### src/rtl/irq_ctrl.sv
// Pushbutton interrupt controller for picoRV32: synchroniser, debouncer, W1C pending, mask, priority ID.
// Define IRQC_DEBOUNCE_EN to build the per-channel debounce counters and the DEBOUNCE register.
module irq_ctrl #(
    parameter int NUM_IRQ  = 3,
    parameter int DB_WIDTH = 16,
    parameter int DB_RESET = 16000
) (
    input  logic               clk,
    input  logic               reset,
    input  logic [NUM_IRQ-1:0] irq_in,
    input  logic               sel,
    input  logic               mem_valid,
    input  logic [3:0]         mem_addr,
    input  logic [31:0]        mem_wdata,
    input  logic [3:0]         mem_wstrb,
    output logic               mem_ready,
    output logic [31:0]        mem_rdata,
    output logic [NUM_IRQ-1:0] irq_out,
    output logic [2:0]         irq_id
);

    logic [NUM_IRQ-1:0] sync1, s, d, d_q;
    logic [NUM_IRQ-1:0] pending, mask, clr;
    logic [31:0]        rd_mux, db_rd;
    logic [1:0]         reg_sel;
    logic               access, wr_en, rd_en;

    assign reg_sel = mem_addr[3:2];
    assign access  = mem_valid & sel & ~mem_ready;
    assign wr_en   = access & (|mem_wstrb);
    assign rd_en   = access & ~(|mem_wstrb);

    // NOTE: every register below uses non-blocking assignment so all flops sample pre-edge values.
    always_ff @(posedge clk) begin
        if (reset) begin
            sync1 <= '0;
            s     <= '0;
        end else begin
            sync1 <= irq_in;
            s     <= sync1;
        end
    end

`ifdef IRQC_DEBOUNCE_EN
    logic [DB_WIDTH-1:0] db_val, db_limit;
    logic [DB_WIDTH-1:0] cnt [NUM_IRQ];

    // Terminal count; a programmed value of 0 behaves like 1.
    assign db_limit = (db_val == '0) ? '0 : db_val - DB_WIDTH'(1);
    assign db_rd    = 32'(db_val);

    always_ff @(posedge clk) begin
        if (reset) begin
            db_val <= DB_WIDTH'(DB_RESET);
        end else if (wr_en && reg_sel == 2'd3) begin
            for (int i = 0; i < DB_WIDTH; i++) begin
                if ((i < 8) ? mem_wstrb[0] : mem_wstrb[1])
                    db_val[i] <= mem_wdata[i];
            end
        end
    end

    // NOTE: the counter array is small register state, so it is cleared by reset like any other flop.
    always_ff @(posedge clk) begin
        if (reset) begin
            d <= '0;
            for (int i = 0; i < NUM_IRQ; i++) cnt[i] <= '0;
        end else begin
            for (int i = 0; i < NUM_IRQ; i++) begin
                if (s[i] == d[i]) begin
                    cnt[i] <= '0;
                end else if (cnt[i] >= db_limit) begin
                    d[i]   <= s[i];
                    cnt[i] <= '0;
                end else begin
                    cnt[i] <= cnt[i] + DB_WIDTH'(1);
                end
            end
        end
    end

    logic unused_ok;
    assign unused_ok = &{1'b0, mem_addr[1:0], mem_wdata};
`else
    logic [DB_WIDTH-1:0] db_reset_unused;
    logic                unused_ok;

    assign d               = s;
    assign db_rd           = '0;
    assign db_reset_unused = DB_WIDTH'(DB_RESET);
    assign unused_ok       = &{1'b0, mem_addr[1:0], mem_wdata, db_reset_unused};
`endif

    assign clr = (wr_en && reg_sel == 2'd0 && mem_wstrb[0]) ? mem_wdata[NUM_IRQ-1:0] : '0;

    // A rising edge of d outranks a simultaneous W1C of the same bit.
    always_ff @(posedge clk) begin
        if (reset) begin
            d_q     <= '0;
            pending <= '0;
            mask    <= '0;
        end else begin
            d_q     <= d;
            pending <= (pending & ~clr) | (d & ~d_q);
            if (wr_en && reg_sel == 2'd1 && mem_wstrb[0])
                mask <= mem_wdata[NUM_IRQ-1:0];
        end
    end

    assign irq_out = pending & mask;

    // NOTE: defaults first so no path through the combinational blocks can infer a latch.
    always_comb begin
        irq_id = '0;
        for (int i = NUM_IRQ - 1; i >= 0; i--) begin
            if (irq_out[i]) irq_id = 3'(i + 1);
        end
    end

    always_comb begin
        rd_mux = '0;
        case (reg_sel)
            2'd0:    rd_mux[NUM_IRQ-1:0] = pending;
            2'd1:    rd_mux[NUM_IRQ-1:0] = mask;
            2'd2:    rd_mux[2:0]         = irq_id;
            default: rd_mux              = db_rd;
        endcase
    end

    always_ff @(posedge clk) begin
        if (reset) begin
            mem_ready <= 1'b0;
            mem_rdata <= '0;
        end else begin
            mem_ready <= mem_valid & sel & ~mem_ready;
            mem_rdata <= rd_en ? rd_mux : '0;
        end
    end

endmodule
### config.mk
export PLATFORM = sky130hd
export DESIGN_NAME = irq_ctrl
export DESIGN_NICKNAME = d
export VERILOG_FILES = /design/src/rtl/irq_ctrl.sv
export SDC_FILE = /design/constraint.sdc
export NUM_CORES = 1
export LEC_CHECK = 0
export BUFFER_PORTS_ARGS = -buffer_cell sky130_fd_sc_hd__buf_4
export CAP_MARGIN = 10
export CORE_MARGIN = 2
export CORE_UTILIZATION = 27
export CTS_BUF_LIST = sky130_fd_sc_hd__clkbuf_4 sky130_fd_sc_hd__clkbuf_8 sky130_fd_sc_hd__clkbuf_16
export DETAILED_ROUTE_END_ITERATION = 6
export PLACE_DENSITY = 0.65
export SKIP_CTS_REPAIR_TIMING = 1
export SYNTH_ARGS = -nofsm -noshare
export SYNTH_HDL_FRONTEND = slang
export SYNTH_SLANG_ARGS = --single-unit
### constraint.sdc
create_clock -name clk -period 1.1 [get_ports clk]
set_input_delay 0.055 -clock clk [delete_from_list [all_inputs] [get_ports clk]]
set_output_delay 0.055 -clock clk [all_outputs]
set_load 0.02 [all_outputs]
==> impl_metrics.ini, run 1 <==
[route]
vias_per_cell = 3.75
wirelength_um = 1660
final_antenna_net_count = 0
wl_per_cell_um = 8.97
vias = 693
drc = 0
drtIter0Drc = 12
dr.pass1.iters = 3

[global_routing]
grt_antenna_before_repair = 0
groute.usage.overall = 0.0748
grt_pass1_wl_um = 2420
grt_max_degree = 19
gr-total-overflow = 0
grt_pass1_vias = 557

[floorplan]
core_um2 = 3610
rows = 22
start_util = 0.278
die_area_um2 = 4220
fp.dieH_um = 64.9
io_pins = 86
die_w_um = 64.9

[sta]
skew_ns = 0.00211
hold_viol = 0
period_needed_ns = 1.17
setup_viol = 8
rsz0062_at_grt = true
drv_slew = 0
period_share = 1.06
fin_ws_ns = -0.0691
fmax_mhz = 855

[place]
gp_congestion = 0.752
portBuffers = 24
dpl_cell_area_um2 = 1140
dp_hpwl_um = 1250
place_ws_ns = -0.0409

[clocking]
clockRootBuffer = clkbuf_8
numCtsBuffers = 3
path_clk_slew_ns = 0.07
cts_tree = built
clockBufferDepth = 2
numClockSinks = 19
clkLatencyLatePin_ns = 0.25
cts_max_level = 1

[power_and_ir_drop]
ir_worst_vdd_uv = 690
clock_power_share = 0.335
p_sw_uw = 388
p_seq_frac = 0.507
p_leak_uw = 0.000571
netSwitchingFraction = 0.272
p_int_uw = 1040
comb_power_share = 0.158
power_density_nw_per_um2 = 1140

[setup_path]
cp_data_required_time_ns = 1.27
critical_path_class = register to register
cp.arrival_ns = 1.34
startpoint_type = register
end_kind = register
path_max_fanout = 3

[logic_synthesis]
yosysMostFrequentCell = buf_4
synth_edf_count = 0
synth_area_leaders = dfxtp_1 38%, buf_4 22%, nand2b_1 6.9%
synth-seq-cells = 19
ys_seq_area_frac = 0.380
async_flop_share = 0
synth_top_cell_area_share = 0.380
synth_common_cells = 30 x buf_4, 19 x dfxtp_1, 11 x nand2b_1
ys.flop_type = dfxtp_1
synth_cell_types = 24
synth.largest_area_cell = dfxtp_1
ys_warn_count = 0
synth_area_um2 = 1000
avgSynthCellArea_um2 = 9.19
syn_inst = 109

[status]
violations = negative setup slack
outcome = finished with violations

[finish]
num-nets-final = 185
area_delta_synth_final_pct = 24.2
layout-drive-gt1-share = 0.365
design_area_um2 = 1240
final_core_util = 0.345
diodes = 0

[flow_run]
cap_violations = 0

[hold_path]
hold_path.class = input port to register
[power groups by stage]
| stage | clock network [uW] | logic (uW) | registers [uW] |
|---|---|---|---|
| 6_report | 478 | 225 | 722 |
| 5_1_grt | 534 | 245 | 725 |
| 4_1_cts | 507 | 215 | 720 |
| 3_5_place_dp | 0 | 215 | 736 |
| 3_3_place_gp | 0 | 213 | 735 |
| 2_1_floorplan | 0 | 231 | 735 |
[critical path, cell delays in order, from the launching register on]
cell	delay [ns]
dfxtp_2	0.32
buf_4	0.13
and4bb_1	0.29
nand3_2	0.10
a311oi_2	0.24
[kinds of logic (layout without fill, tap and decap cells)]
group | Yosys count | after routing | synth area share
buffers and inverters | 37 | 36 | 0.253
muxes | 5 | 5 | 0.0499
DFF | 19 | 19 | 0.380
AOI/OAI and AO/OA | 10 | 10 | 0.0762
other | 1 | 30 | 0.00374
and+or+nand+nor | 37 | 37 | 0.237
[per-stage QoR]
| step | setup TNS (ns) | total power (uW) | hold WS (ns) | cells |
|---|---|---|---|---|
| 2_1_floorplan | 0 | 966 | 0.127 | 138 |
| 3_3_place_gp | -0.0690 | 948 | 0.269 | 180 |
| 3_5_place_dp | -0.0830 | 950 | 0.274 | 180 |
| 4_1_cts | -0.285 | 1440 | 0.0000296 | 184 |
| 5_1_grt | -0.896 | 1500 | 0.00875 | 185 |
| 6_report | -0.323 | 1420 | 0.00739 | 185 |
[routing by layer]
metal | vias to the layer above | GRT usage | wire, um
li1 | 351 | - | -
met4 | 0 | 0.0239 | 0
met5 | - | 0 | 0
met3 | 0 | 0.0399 | 131
met2 | 30 | 0.121 | 867
met1 | 312 | 0.0840 | 660
[placed cells by master, fill, tap and decap left out]
master / instances
a211oi_1: 1
a21oi_1: 4
a22oi_2: 1
a311oi_2: 1
and2_1: 1
and2_4: 1
and4bb_1: 1
buf_4: 28
clkbuf_8: 3
clkinv_2: 1
conb_1: 30
dfxtp_1: 12
dfxtp_2: 6
dfxtp_4: 1
inv_1: 4
mux2i_1: 5
nand2_1: 4
nand2_4: 1
nand2b_1: 10
nand2b_4: 1
nand3_2: 1
nand3b_1: 2
nor2_1: 1
nor2b_1: 10
nor3_1: 1
nor3_2: 1
nor4_2: 1
o41ai_2: 3
or2_1: 1
[cell type report]
class | count | area, um2
Clock buffer | 3 | 41.3
Clock inverter | 1 | 5.00
Fill cell | 391 | 2360
Inverter | 4 | 15.0
Multi-Input combinational cell | 82 | 522
Sequential cell | 19 | 392
Tap cell | 48 | 60.1
Timing Repair Buffer | 28 | 210
[flip-flops by register name, summed over array words and instances, names as in the netlist]
name       count
d              3
d_q            3
mask           3
mem_rdata      3
mem_ready      1
pending        3
sync1          3
[worst paths after layout]
kind             start           end  slack (ns)  depth (start not counted)
max reg2reg  mem_ready  mem_rdata[0]       -0.07                          4
min reg2reg   sync1[0]          d[0]        0.44                          1
min          irq_in[2]      sync1[2]       0.007                          2
max          mem_ready  mem_rdata[0]       -0.07                          4
Note: power is estimated with default switching activity, not from simulation.
==> run 2: changes to the inputs <==
CORE_MARGIN = 5   (was 2)
CORE_UTILIZATION = 34   (was 27)
PLACE_DENSITY = 0.79   (was 0.65)
==> run 2 against run 1 <==
Against the previous run:
- the flow finishes with violations (negative hold slack, negative setup slack)
- fmax fell by 7.9%
- non-clock buffer count rose by 4
- global-route usage rose by 1.3 points
- register-to-register slack got worse by 0.10 ns
- largest cell class unchanged
- largest power group unchanged
==> impl_metrics.ini, run 2 (same netlist as run 1, synthesis figures left out) <==
[finish]
diodes = 0
ff_latch_area_um2 = 397
multi_input_area_um2 = 533
final_common_cell = conb_1
layout_common_cells = 30 x conb_1, 25 x buf_4, 12 x dfxtp_1, 10 x nor2b_1, 10 x nand2b_1
n_fill_cell = 264
area_delta_synth_final_pct = 27.1
final_cells = 172
num-nets-final = 189
layout-drive-gt1-share = 0.376

[sta]
skew_ns = 0.00589
period_share = 1.15
setup_tns_ns = -0.722
hold_viol = 1
setup_viol = 9
rsz0062_at_grt = true
whs_ns = -0.0119
drv_slew = 0
fmax_mhz = 788
period_needed_ns = 1.27
fin_ws_ns = -0.170

[route]
wl_per_cell_um = 12.3
drc = 0
vias_per_cell = 4.36
final_antenna_net_count = 0
wirelength_um = 2120
drtIter0Drc = 6
vias = 750
dr.pass1.iters = 2

[global_routing]
groute.usage.overall = 0.0873
grt_pass1_vias = 635
gr-total-overflow = 0
grt_max_degree = 19
grt_pass1_wl_um = 2730
grt_antenna_before_repair = 0

[setup_path]
cp.arrival_ns = 1.46
cp_data_required_time_ns = 1.29
critical_path_class = register to register
end_kind = register
startpoint_type = register
path_max_fanout = 3

[floorplan]
start_util = 0.360
die_w_um = 64.3
io_pins = 86
die_area_um2 = 4130
rows = 19
core_um2 = 2780
fp.dieH_um = 64.3

[place]
dp_hpwl_um = 1500
gp_congestion = 0.751
portBuffers = 24
place_ws_ns = -0.0557
dp_cells = 161

[status]
outcome = finished with violations
violations = negative hold slack, negative setup slack

[power_and_ir_drop]
total_power_uw = 1330
p_leak_uw = 0.000589
power_density_nw_per_um2 = 1040
ir_worst_vdd_uv = 923

[clocking]
cts_max_level = 1
numCtsBuffers = 3
clkLatencyLatePin_ns = 0.31
clockBufferDepth = 2
clockRootBuffer = clkbuf_4
cts_tree = built
numClockSinks = 19
path_clk_slew_ns = 0.11

[flow_run]
cap_violations = 0

[hold_path]
hold_path.class = input port to register
==> run 2: changes by cell type in the layout (fill, tap and decap cells not counted), moves of 2 or more <==
cell / before / now
dlygate4sd3_1: 0 / 3
clkbuf_4: 0 / 3
dfxtp_2: 6 / 4
buf_6: 0 / 4
dfxtp_4: 1 / 3
buf_4: 28 / 25
clkbuf_8: 3 / 0
==> run 2: final timing paths <==
path | start | to | slack [ns] | depth (start not counted)
min | mem_wstrb[2] | mem_rdata[2] | -0.01 | 4
max | mem_ready | pending[0] | -0.17 | 4
max reg2reg | mem_ready | pending[0] | -0.17 | 4
min reg2reg | sync1[0] | d[0] | 0.45 | 1
==> run 2: routing by layer <==
layer	wire length, um	GRT usage	vias up	share of wire
met4	48	0.0611	0	0.023
met2	1080	0.144	41	0.51
met5	0	0	-	0
li1	-	-	359	-
met3	275	0.0455	5	0.13
met1	714	0.0824	345	0.34
==> run 2: per-stage QoR <==
stage	utilization	cell area (um2)	hold slack (ns)
floorplan	-	1110	0.127
global placement	0.395	1100	0.266
detailed placement	0.395	1100	0.269
CTS	0.405	1130	-0.0704
global route	0.458	1270	-0.00602
finish	0.458	1270	-0.0119
==> run 2: layout make-up <==
cell class                      count  share of cell area
Multi-Input combinational cell     82               0.418
Sequential cell                    19               0.311
Timing Repair Buffer               32               0.206
Tap cell                           31              0.0305
Clock buffer                        3              0.0177
Inverter                            4              0.0118
Clock inverter                      1             0.00393
==> run 2: critical path: stages (launching register included) <==
cell and delay (ns):
dfxtp_2 0.34, nand3b_1 0.23, buf_6 0.18, o41ai_2 0.29, a21oi_1 0.11
==> run 2: report_power, final <==
group	switching [uW]	total, uW	internal [uW]
clock network	228	365	136
registers	15.3	722	706
logic	157	242	84.9
total	401	1330	927
==> run 3: changes to the inputs <==
--- a/config.mk
+++ b/config.mk
@@ -12,4 +12,5 @@
 export CTS_BUF_LIST = sky130_fd_sc_hd__clkbuf_4 sky130_fd_sc_hd__clkbuf_8 sky130_fd_sc_hd__clkbuf_16
 export DETAILED_ROUTE_END_ITERATION = 6
+export GPL_TIMING_DRIVEN = 0
 export PLACE_DENSITY = 0.79
 export SKIP_CTS_REPAIR_TIMING = 1
==> constraint.sdc (replaced) <==
create_clock -name clk -period 1.1 [get_ports clk]
set_input_delay 0.22 -clock clk [delete_from_list [all_inputs] [get_ports clk]]
set_output_delay 0.22 -clock clk [all_outputs]
set_load 0.02 [all_outputs]
==> run 3 against run 2 <==
Against the previous run:
- the run ends with negative setup slack left
- total power is 5.5% higher
- clock-buffer cell count stayed put
- combinational power is 29% higher
- wire length is 3.7% higher
- global-route usage is 0.43 points higher
- die area stayed put
- first-iteration DRC count is 67% lower
- setup slack worse by 0.079 ns
- sequential power hardly changed
- register-to-register slack better by 0.02 ns
- clock power is 1% higher
- sequential share of layout area is 4.0 points lower
- critical path type is now register to output port
- largest power group unchanged
- highest routed layer unchanged
==> impl_metrics.ini, run 3 (same netlist as run 1, synthesis figures left out) <==
[finish]
n_fill_cell = 259
layout-drive-gt1-share = 0.494
layout_common_cells = 50 x buf_4, 30 x conb_1, 12 x dfxtp_1, 10 x nor2b_1, 10 x nand2b_1
num-nets-final = 216
final_common_cell = buf_4
area_delta_synth_final_pct = 46.7
design_area_um2 = 1470
diodes = 0

[sta]
setup_tns_ns = -1.53
period_share = 1.23
period_needed_ns = 1.35
drv_slew = 0
rsz0062_at_grt = true
whs_ns = 0.115
skew_ns = 0.00241
setup_viol = 12
hold_viol = 0
fmax_mhz = 742
fin_ws_ns = -0.248

[power_and_ir_drop]
p_leak_uw = 0.000730
ir_worst_vdd_uv = 1020
power_density_nw_per_um2 = 953
total_power_uw = 1400

[route]
final_antenna_net_count = 0
drtIter0Drc = 2
dr.pass1.iters = 3
wl_per_cell_um = 11.1
vias = 803
vias_per_cell = 4.04
drc = 0
wirelength_um = 2200

[floorplan]
die_area_um2 = 4130
rows = 19
io_pins = 86
die_w_um = 64.3
start_util = 0.360
fp.dieH_um = 64.3
core_um2 = 2780

[place]
portBuffers = 22
dpl_cell_area_um2 = 1320
gp_congestion = 0.799
dp_hpwl_um = 1660

[clocking]
numCtsBuffers = 3
cts_tree = built
numClockSinks = 19
clkLatencyLatePin_ns = 0.31
clockBufferDepth = 2
cts_max_level = 1
clockRootBuffer = clkbuf_4
path_clk_slew_ns = 0.11

[global_routing]
groute.usage.overall = 0.0916
grt_max_degree = 13
grt_pass1_vias = 722
grt_antenna_before_repair = 0
grt_pass1_wl_um = 3150
gr-total-overflow = 0

[setup_path]
startpoint_type = register
path_max_fanout = 4
cp_data_required_time_ns = 0.88
cp.arrival_ns = 1.13
critical_path_class = register to output port
end_kind = output port

[status]
violations = negative setup slack
outcome = finished with violations

[hold_path]
hold_path.class = input port to register

[flow_run]
cap_violations = 0
run 3: cell count changes in the layout (fill, tap and decap cells not counted), sizes merged:
cell	delta
clkbuf	+1
clkinv	-1
dlygate4sd3	-3
clkinvlp	+1
buf	+29
run 3: area by class of cell:
class                      instances  area [um2]  share of cell area
buffer                            33         239               0.163
clock buffer                       3        22.5              0.0153
clock inverter                     1        7.51             0.00511
inverter                           4        15.0              0.0102
multi-input combinational         82         531               0.361
sequential                        19         399               0.271
tap                               31        38.8              0.0264
timing repair buffer              26         218               0.148
run 3: power by group:
group          switching [uW]  leakage (uW)  internal [uW]  total, uW
logic                     170      0.000557            143        313
registers                14.0      0.000160            705        719
clock network             231     0.0000139            139        370
total                     415      0.000730            987       1400
run 3: final timing paths:
path,start,to,slack (ns),depth (start not counted)
worst max-delay path,mask[1],irq_id[0],-0.25,4
worst min-delay path,irq_in[2],sync1[2],0.11,2
worst max register to register,mem_ready,pending[1],-0.15,3
worst min register to register,sync1[0],d[0],0.45,1
run 3: metal layers:
layer | up-vias | part of all wire | global-route usage
li1 | 414 | - | -
met1 | 347 | 0.34 | 0.0951
met2 | 38 | 0.52 | 0.169
met3 | 4 | 0.12 | 0.0473
met4 | 0 | 0.017 | 0.00763
met5 | - | 0 | 0
run 3: metrics by stage:
stage	std cells	utilization	setup slack [ns]
after floorplan	138	-	-0.00417
after global placement	191	0.474	-0.0370
after detailed placement	191	0.474	-0.0736
after CTS	195	0.485	-0.377
after global routing	199	0.529	-0.295
final	199	0.529	-0.248
run 3: critical path, cell delays in order (launching register included):
cell      delay (ns)
dfxtp_2         0.36
and2_4          0.16
nand2b_4        0.14
nand2_2         0.06
buf_6           0.11
